--- src/rtl/flop_bank_arbiter.sv ---
`default_nettype none
// ============================================================================
// Module  : flop_bank_arbiter
// Brief   : Round-robin arbiter sharing one WIDTH-bit register among N
//           requesters, with capped burst lock and clear/preset/load ops.
// Revision: 1.0 - initial release
// ============================================================================
module flop_bank_arbiter #(
    parameter int               N         = 4,
    parameter int               WIDTH     = 8,
    parameter int               MAX_BURST = 4,
    parameter logic [WIDTH-1:0] RESET_VAL = '0
) (
    input  logic                   clk,
    input  logic                   clr,
    input  logic [N-1:0]           req,
    input  logic [2*N-1:0]         op,
    input  logic [N*WIDTH-1:0]     wdata,
    input  logic [N-1:0]           lock,
    output logic [N-1:0]           ack,
    output logic [$clog2(N)-1:0]   gnt_id,
    output logic                   busy,
    output logic [WIDTH-1:0]       q
);

    localparam int               c_IDW        = $clog2(N);
    localparam logic [0:0]       c_ARB        = 1'b0;
    localparam logic [0:0]       c_EXEC       = 1'b1;
    localparam logic [1:0]       c_OP_NOP     = 2'b00;
    localparam logic [1:0]       c_OP_LOAD    = 2'b01;
    localparam logic [1:0]       c_OP_CLEAR   = 2'b10;
    localparam logic [1:0]       c_OP_PRESET  = 2'b11;
    localparam logic [3:0]       c_BURST_LAST = 4'(MAX_BURST - 1);
    localparam logic [c_IDW-1:0] c_ID_MAX     = c_IDW'(N - 1);

    logic [0:0]       r_state;
    logic [c_IDW-1:0] r_ptr;
    logic [c_IDW-1:0] r_gnt_id;
    logic [3:0]       r_cnt;
    logic             r_lock_active;
    logic             r_lock_lat;
    logic [1:0]       r_op;
    logic [WIDTH-1:0] r_data;
    logic [N-1:0]     r_ack;
    logic             r_busy;
    logic [WIDTH-1:0] r_q;

    logic [1:0]       w_op_arr   [N];
    logic [WIDTH-1:0] w_data_arr [N];
    logic [c_IDW-1:0] w_gnt_next;
    logic             w_release;
    logic             w_owner_hold;
    logic [c_IDW-1:0] w_ptr_eff;
    logic [N-1:0]     w_elig;
    logic             w_found;
    logic [c_IDW-1:0] w_win;
    logic [3:0]       w_cnt_eff;
    logic             w_take_lock;
    int               w_idx;

    generate
        for (genvar gi = 0; gi < N; gi++) begin : g_slice
            assign w_op_arr[gi]   = op[2*gi +: 2];
            assign w_data_arr[gi] = wdata[WIDTH*gi +: WIDTH];
        end
    endgenerate

    // While a lock is active the lock owner is always the last granted id.
    assign w_gnt_next   = (r_gnt_id == c_ID_MAX) ? '0 : r_gnt_id + 1'b1;
    assign w_release    = (r_state == c_ARB) && r_lock_active &&
                          (!req[r_gnt_id] || !lock[r_gnt_id]);
    assign w_owner_hold = r_lock_active && !w_release;
    assign w_ptr_eff    = w_release ? w_gnt_next : r_ptr;
    assign w_cnt_eff    = w_owner_hold ? r_cnt : 4'd0;
    assign w_take_lock  = lock[w_win] && (w_cnt_eff < c_BURST_LAST);

    // Descending scan so the lowest offset from the pointer wins last.
    always_comb begin
        w_elig = req & ~r_ack;
        if (w_owner_hold) begin
            w_elig = w_elig & (N'(1) << r_gnt_id);
        end
        w_found = 1'b0;
        w_win   = '0;
        w_idx   = 0;
        for (int k = N - 1; k >= 0; k--) begin
            w_idx = int'(w_ptr_eff) + k;
            if (w_idx >= N) begin
                w_idx = w_idx - N;
            end
            if (w_elig[c_IDW'(w_idx)]) begin
                w_found = 1'b1;
                w_win   = c_IDW'(w_idx);
            end
        end
    end

    always_ff @(posedge clk) begin
        if (clr) begin
            r_state       <= c_ARB;
            r_ptr         <= '0;
            r_gnt_id      <= '0;
            r_cnt         <= 4'd0;
            r_lock_active <= 1'b0;
            r_lock_lat    <= 1'b0;
            r_op          <= c_OP_NOP;
            r_data        <= '0;
            r_ack         <= '0;
            r_busy        <= 1'b0;
            r_q           <= RESET_VAL;
        end else begin
            case (r_state)
                c_ARB: begin
                    r_ack <= '0;
                    if (w_release) begin
                        r_lock_active <= 1'b0;
                        r_cnt         <= 4'd0;
                        r_ptr         <= w_gnt_next;
                    end
                    if (w_found) begin
                        r_state    <= c_EXEC;
                        r_busy     <= 1'b1;
                        r_gnt_id   <= w_win;
                        r_op       <= w_op_arr[w_win];
                        r_data     <= w_data_arr[w_win];
                        r_lock_lat <= w_take_lock;
                    end
                end
                c_EXEC: begin
                    case (r_op)
                        c_OP_LOAD:   r_q <= r_data;
                        c_OP_CLEAR:  r_q <= '0;
                        c_OP_PRESET: r_q <= '1;
                        default:     r_q <= r_q;
                    endcase
                    r_ack   <= N'(1) << r_gnt_id;
                    r_busy  <= 1'b0;
                    r_state <= c_ARB;
                    // A non-locked completion (incl. the capped final op) ends any burst.
                    if (r_lock_lat) begin
                        r_lock_active <= 1'b1;
                        r_cnt         <= r_lock_active ? r_cnt + 4'd1 : 4'd1;
                    end else begin
                        r_lock_active <= 1'b0;
                        r_cnt         <= 4'd0;
                        r_ptr         <= w_gnt_next;
                    end
                end
                default: r_state <= c_ARB;
            endcase
        end
    end

    assign ack    = r_ack;
    assign gnt_id = r_gnt_id;
    assign busy   = r_busy;
    assign q      = r_q;

endmodule
`default_nettype wire

--- config.mk ---
export PLATFORM = sky130hd
export DESIGN_NAME = flop_bank_arbiter
export DESIGN_NICKNAME = d
export VERILOG_FILES = /design/src/rtl/flop_bank_arbiter.sv
export SDC_FILE = /design/constraint.sdc
export NUM_CORES = 1
export LEC_CHECK = 0
export CAP_MARGIN = 10
export CORE_UTILIZATION = 46
export DETAILED_ROUTE_END_ITERATION = 10
export GPL_TIMING_DRIVEN = 0
export PLACE_DENSITY = 0.87
export SYNTH_ARGS = -nofsm -noshare
export SYNTH_HDL_FRONTEND = slang
export SYNTH_SLANG_ARGS = --single-unit
--- constraint.sdc ---
create_clock -name clk -period 3.35 [get_ports clk]
set_clock_uncertainty 0.05 [all_clocks]
set_input_delay 0.67 -clock clk [delete_from_list [all_inputs] [get_ports clk]]
set_output_delay 0.67 -clock clk [all_outputs]
set_load 0.05 [all_outputs]
* Word level (Yosys, flattened, before mapping) *
Cells that the tools add are included.

word-level totals
  register bits = 34
  input bits = 50
  output and inout bits = 15
  logic and storage cells = 111

cells by class
  $add $sub $neg = 9
  $lt $le $gt $ge = 12
  equal/unequal tests = 7
  shift operators = 1
  mux-type cells = 55
  bitwise gates (word level) = 5
  reduce and logical (&&, ||, !) cells = 11

operators with widths
  kind                                                                   count
  2-bit two-way mux                                                      13
  8-bit case mux with 3 select lines                                     1
  4-bit two-way mux                                                      5
  1-bit two-way mux                                                      19
  8-bit binary-select mux with 2-bit select                              1
  2-bit by 4-bit < comparator with 1-bit output (second input constant)  4
  8-bit two-way mux                                                      2
  4-bit case mux with 2 select lines                                     2
  1-bit binary-select mux with 2-bit select                              7
  3-bit >= comparator (second input constant)                            4
  4-bit AND                                                              2
  2-bit by 1-bit subtractor with 2-bit output (second input constant)    4
  2-bit by 2-bit adder with 3-bit output (second input constant)         2
  2-bit == test (second input constant)                                  3
  2-bit by 3-bit < comparator with 1-bit output (second input constant)  2
  2-bit inequality test (second input constant)                          3
  1-bit case mux with 2 select lines                                     3
  4-bit by 1-bit adder with 4-bit output (second input constant)         1
  2-bit binary-select mux with 2-bit select                              1
  1-bit logical AND                                                      4
  4-bit by 2-bit < comparator with 1-bit output (second input constant)  1
  4-bit inverter                                                         1
  2-bit case mux with 2 select lines                                     1
  2-bit AND reduction                                                    2
  10 further kinds                                                       12

* Logic depth before layout (Yosys ltp) *
  depth after elaboration = 20
  depth in mapped cells = 11

* Worst setup path before layout *
No wires, ideal clock.

  path type = reg2reg
  start point = reg r_gnt_id[0] (netlist: gnt_id[0])
  end point = reg r_data[0]
  setup time = 0.131 ns
  arrival time = 2.566 ns
  data required time = 3.169 ns
  setup slack = 0.603 ns
  cell stages (with the launch flop) = 10
  path buffers = 1
  cells stage by stage = dfxtp_1 nand4bb_1 nand4_2 nor2_1 mux2_1 o221a_2 nand2_1 buf_4 mux2i_1 o211ai_1

between the ends
  longest elaborated chain between the ends = 20
  elaborated cells on any way between the ends = 57
  those cells by class = add/sub (8); order compare (4); eq/ne (1); shift (1); mux (34); bitwise (2); reduce/logical (7)

ends and longest elaborated chain
  element                                                                             line    RTL
  start, declared                                                                     38      logic [c_IDW-1:0] r_gnt_id;
  start signal, assigned                                                              123     r_gnt_id <= w_win;
  1-bit binary-select mux with 2-bit select                                           71      (!req[r_gnt_id] || !lock[r_gnt_id]);
  1-bit two-way mux (not written as such)                                             71
  1-bit logical NOT                                                                   71
  1-bit logical OR                                                                    71
  1-bit logical AND                                                                   70      assign w_release = (r_state == c_ARB) && r_lock_active &&
  2-bit two-way mux                                                                   -
  2-bit by 2-bit adder with 3-bit output                                              87      w_idx = int'(w_ptr_eff) + k;
  3-bit >= comparator or 2-bit by 1-bit subtractor with 2-bit output (tied branches)  88, 89
  2-bit two-way mux                                                                   88      if (w_idx >= N) begin
  1-bit binary-select mux with 2-bit select                                           91      if (w_elig[c_IDW'(w_idx)]) begin
  1-bit two-way mux (not written as such) (2 in a row)                                91
  2-bit two-way mux (4 in a row)                                                      91
  2-bit inverter with 3-bit output (not written as such)                              125     r_data <= w_data_arr[w_win];
  8-bit binary-select mux with 2-bit select                                           125
  8-bit two-way mux (not written as such) (2 in a row)                                125
  end signal, assigned                                                                125
  end, declared                                                                       43      logic [WIDTH-1:0] r_data;

Several ways; a longest one is shown, not always the timed one. The select of a mux whose other input is x is not followed.
A chain may end at the register's enable or synchronous reset.

* Worst setup path after layout *
  start point = in req[0]
  end point = reg r_data[2]

between the ends
  longest elaborated chain between the ends = 20
  elaborated cells on any way between the ends = 51
  those cells by class = add/sub (7); order compare (4); mux (31); bitwise (3); reduce/logical (6)

ends and longest elaborated chain
  element                                                                             line    RTL
  start, declared                                                                     16      input logic [N-1:0] req,
  1-bit binary-select mux with 2-bit select                                           71
  1-bit two-way mux (not written as such)                                             71
  1-bit logical NOT                                                                   71
  1-bit logical OR                                                                    71
  1-bit logical AND                                                                   70
  2-bit two-way mux                                                                   -
  2-bit by 2-bit adder with 3-bit output                                              87
  3-bit >= comparator or 2-bit by 1-bit subtractor with 2-bit output (tied branches)  88, 89
  2-bit two-way mux                                                                   88
  1-bit binary-select mux with 2-bit select                                           91
  1-bit two-way mux (not written as such) (2 in a row)                                91
  2-bit two-way mux (4 in a row)                                                      91
  2-bit inverter with 3-bit output (not written as such)                              125
  8-bit binary-select mux with 2-bit select                                           125
  8-bit two-way mux (not written as such) (2 in a row)                                125

Several ways; a longest one is shown, not always the timed one. The select of a mux whose other input is x is not followed.

==> flow_results.org <==
** Timing
- Maximum operating frequency :: about 320 MHz
- Number of max-slew violations in the final report :: 0
- In this run the tightest slew margin relative to its limit is between 60% and 70%.
- RSZ-0062 raised after global routing :: no
- Dividing the final minimum period by the clock period gives between 90 and 100%.
- Setup-violating endpoint count in the final report :: 0
- The number of failing hold endpoints at the final stage is 0.
- At the pin with the least slew margin, the transition time is around 0.56 ns.
- Final worst path period need :: 3.12 ns

** Synthesis
- Number of warnings reported in the yosys synthesis log :: 0
- Synth unique cells :: 45
- Each instance of the synthesized netlist takes up on average around 8.3 um2.
- Synth Net Count :: between 200 and 300
- EDFF count, synth :: 0
- In the synthesized netlist the async set-or-reset flop fraction comes to 0%.
- Synthesis inferred 34 register bits.
- Sequential area share after synthesis :: approximately a third
- The cell count after synthesis came out at 236.
- Leading register cell type out of synthesis :: sky130_fd_sc_hd__dfxtp_1
- In this run the cell area of the synthesized design comes to about 2000 um2.

** Global routing
- The first global-routing pass estimated between 8000 and 9000 um of wire.
- The number of global-route vias before repair was 1932.
- The initial antenna violation count is 0.
- Global routing used 25.7% of the available tracks across all layers.
- Global routing finished with a remaining overflow of 0.
- Entering global routing, the biggest net connects 12 pins.

** Die
- Core Footprint :: ~4000 um2
- Chip Height :: a little under 70 um
- Row count :: 23
- Starting density of the core :: about half
- The die covers roughly 4500 um2.
- From left edge to right edge, the die measures between 60 and 70 um.
- 65 I/O pins were placed.

** Critical path
- Critical Path Sink Type :: flip-flop
- The kind of cell with the highest combined delay along the critical path is simple AND/OR/NAND/NOR gates.
- The slowest stage of the critical path belongs to the cell sky130_fd_sc_hd__clkdlybuf4s50_1.
- Worst path cell trace :: clkdlybuf4s50_1 > nand4bb_1 > nand4_2 > nor2_1 > mux2_1 > o221a_2 > nand2_1 > buf_4 > mux2i_1 > o211ai_1
- The worst setup path is of the in2reg kind.
- Of all nets on the critical path, the largest fanout is 10.
- Crit path arrival time :: 3.23 ns
- The worst setup path is launched from an input pin.
- For this run, the slowest stage of the critical path takes roughly 0.44 ns.
- Register-to-register path setup slack :: roughly 0.43 ns
- Buffers and inverters on the worst path :: 2
- Worst path required time :: 3.46 ns

** Routing
- Total number of vias :: between 2000 and 2500
- In the routed layout, each cell is associated on average with a via count of 5.69.
- The detailed router used layers up to and including met4.
- Amount of wire on met3 after detailed routing :: ~230 um
- Dividing the detail-routed wire length by the instance count gives roughly 15 um.
- In the detailed route, the total length drawn on met2 is about 2600 um.
- The first routing iteration left 130 violations.
- The count of nets left with antenna violations once routing finished came out at 0.
- For this block, wires on met1 add up to around 2300 um.
- For this run, design rule violations remaining after detail routing come to 0.
- DR pass1 iterations :: 4
- Post-Route WL :: around 5200 um

** Power and ir drop
- Combinational logic is responsible for roughly a third of the overall power.
- Clock group share of total power :: between 30% and 40%
- Cell internal pwr :: around 870 uW
- Net switching is a little under a third of the power.
- The analysis attributes to net switching a power of roughly 400 uW.
- IR analysis of the VDD net gives a maximum drop of about 0.00021 V.
- The share of total power dissipated in sequential elements is 37.9%.
- Power density normalized to cell area :: around 460 nW/um2
- For this design the static power due to leakage is between 0.001 and 0.0015 uW.

** Place
- Summed over all nets, the half-perimeter wirelength after detailed placement is between 4000 and 5000 um.
- Count of port buffers added during placement :: 64
- Total instance count after detailed placement :: 350
- GPL Wtd Cong :: ~0.94

** Layout
- At the end of the flow the core is filled with cells to between 60% and 70%.
- The library cell used most frequently in the layout, excluding fill and tap cells, is sky130_fd_sc_hd__clkdlybuf4s50_1.
- Layout overhead on the synthesized area :: 41.7%
- 0 antenna diodes ended up in the layout.
- The top cell types in the final layout, fill and taps aside, are sky130_fd_sc_hd__clkdlybuf4s50_1 (64), sky130_fd_sc_hd__dfxtp_1 (34), sky130_fd_sc_hd__nand2_1 (25), sky130_fd_sc_hd__a21oi_1 (17), sky130_fd_sc_hd__nor2_1 (16).
- In the final layout, the share of cells above drive strength 1 is 5.21%.
- Net count, final :: 362
- The count of cells in the finished layout, fillers not included, comes to between 300 and 400.
- Fill count :: roughly 340

** CTS
- Gates resized during post-CTS repair numbered 0.
- Root Buffer Master :: sky130_fd_sc_hd__clkbuf_8
- Post-CTS setup buffer count :: 0
- Htree depth :: 2
- Clock network latency to the later pin of the worst-skew pair :: between 0.2 and 0.3 ns
- In this run, CTS created clock tree buffers numbering 5.
- Number of buffers on the longest clock path :: 2
- Clock transition at path regs :: 0.07 ns
- Clock tree from TritonCTS :: done
- Clock sink count :: 34
- Post-CTS Hold Fix Bufs :: 0

** Status
- Run status :: finished clean

** Hold path
- The min-delay analysis places its worst path in the category reg2reg.

** Flow run
- Max Cap Viol :: 0
## path summary, 6_finish.rpt
| path | startpoint | to | cells after the start |
|---|---|---|---|
| setup / recovery | req[0] | r_data[2]$_SDFFE_PP0P_ | 10 |
| hold / removal | q[0]$_SDFFE_PP0P_ | q[0]$_SDFFE_PP0P_ | 2 |
| setup reg to reg | gnt_id[0]$_SDFFE_PP0P_ | r_data[2]$_SDFFE_PP0P_ | 9 |
| hold reg to reg | q[0]$_SDFFE_PP0P_ | q[0]$_SDFFE_PP0P_ | 2 |
## synth_stat cells, types with 2 or more instances
cell                       count  area, um2
sky130_fd_sc_hd__nor2b_1       3       18.8
sky130_fd_sc_hd__o21ai_1      15       75.1
sky130_fd_sc_hd__and3_1       13       81.3
sky130_fd_sc_hd__a211oi_1      3       22.5
sky130_fd_sc_hd__o21ai_0      11       55.1
sky130_fd_sc_hd__a21boi_0     11       82.6
sky130_fd_sc_hd__clkbuf_1     11       41.3
sky130_fd_sc_hd__mux2_1        2       22.5
sky130_fd_sc_hd__nand2_1      25       93.8
sky130_fd_sc_hd__nor3_1        4       20.0
sky130_fd_sc_hd__nand4b_1      2       17.5
sky130_fd_sc_hd__a21boi_1      2       15.0
sky130_fd_sc_hd__a21oi_1      17       85.1
sky130_fd_sc_hd__inv_1         5       18.8
sky130_fd_sc_hd__and2_1        4       25.0
sky130_fd_sc_hd__nand2b_1      4       25.0
sky130_fd_sc_hd__dfxtp_1      34        681
sky130_fd_sc_hd__ha_1          5       62.6
sky130_fd_sc_hd__nand4_1       2       12.5
sky130_fd_sc_hd__mux2i_1      14        140
sky130_fd_sc_hd__o211ai_1     10       75.1
sky130_fd_sc_hd__nor2_1       16       60.1
## routing by layer
metal / up-vias / global-route usage (%)
li1: 1006 / -
met1: 955 / 31.0
met2: 59 / 43.0
met4: 0 / 13.6
met3: 13 / 4.56
met5: - / 0
## flip-flops by register name, summed over array words and instances, names as in the netlist
name,cells
ack,4
busy,1
gnt_id,2
q,8
r_cnt,4
r_data,8
r_lock_active,1
r_lock_lat,1
r_op,2
r_ptr,2
r_state,1
## kinds of logic (layout without fill, tap and decap cells)
| kind of cell | count (synthesis) | after routing | share of synthesized area (%) |
|---|---|---|---|
| adder cells (fa/ha/maj) | 5 | 5 | 3.20 |
| flip-flops | 34 | 34 | 34.8 |
| buffers and inverters | 17 | 88 | 3.45 |
| AO/OA/AOI/OAI | 82 | 82 | 28.3 |
| multiplexers | 16 | 16 | 8.31 |
| AND/OR/NAND/NOR | 82 | 82 | 21.9 |
## cell type report
class	count	area, um2	area share [%]
Tap cell	50	62.6	2.26
Sequential cell	34	681	24.5
Clock buffer	6	82.6	2.98
Inverter	5	18.8	0.677
Buffer	12	48.8	1.76
Multi-Input combinational cell	185	1210	43.6
Clock inverter	1	30.0	1.08
Timing Repair Buffer	64	641	23.1
## power by group through the flow
stage,Combinational (uW),Sequential [uW],Clock (uW)
after floorplan,229,514,0
after global placement,385,486,0
after detailed placement,394,489,0
after CTS,398,480,388
after global routing,438,485,404
final,400,481,387
## worst reg2reg max path: cells and delay by family, from the launching register on
kind,cells,cell delay [ns]
DFF,1,0.54
and+or+nand+nor,4,0.89
buffers and inverters,1,0.23
AOI/OAI and AO/OA,2,0.43
muxes,2,0.65
## metrics by stage
step / setup WS [ns] / instance area [um2] / hold WS (ns) / total power (uW) / TNS, ns
6_report: 0.228 / 2770 / 0.408 / 1270 / 0
5_1_grt: 0.0159 / 2770 / 0.420 / 1330 / 0
4_1_cts: 0.243 / 2770 / 0.409 / 1270 / 0
3_3_place_gp: 0.0859 / 2660 / 0.397 / 871 / 0
3_5_place_dp: -0.0519 / 2660 / 0.399 / 884 / -0.0519
2_1_floorplan: 0.603 / 1960 / 0.397 / 743 / 0
No activity file was read; power rests on OpenSTA's default activity.
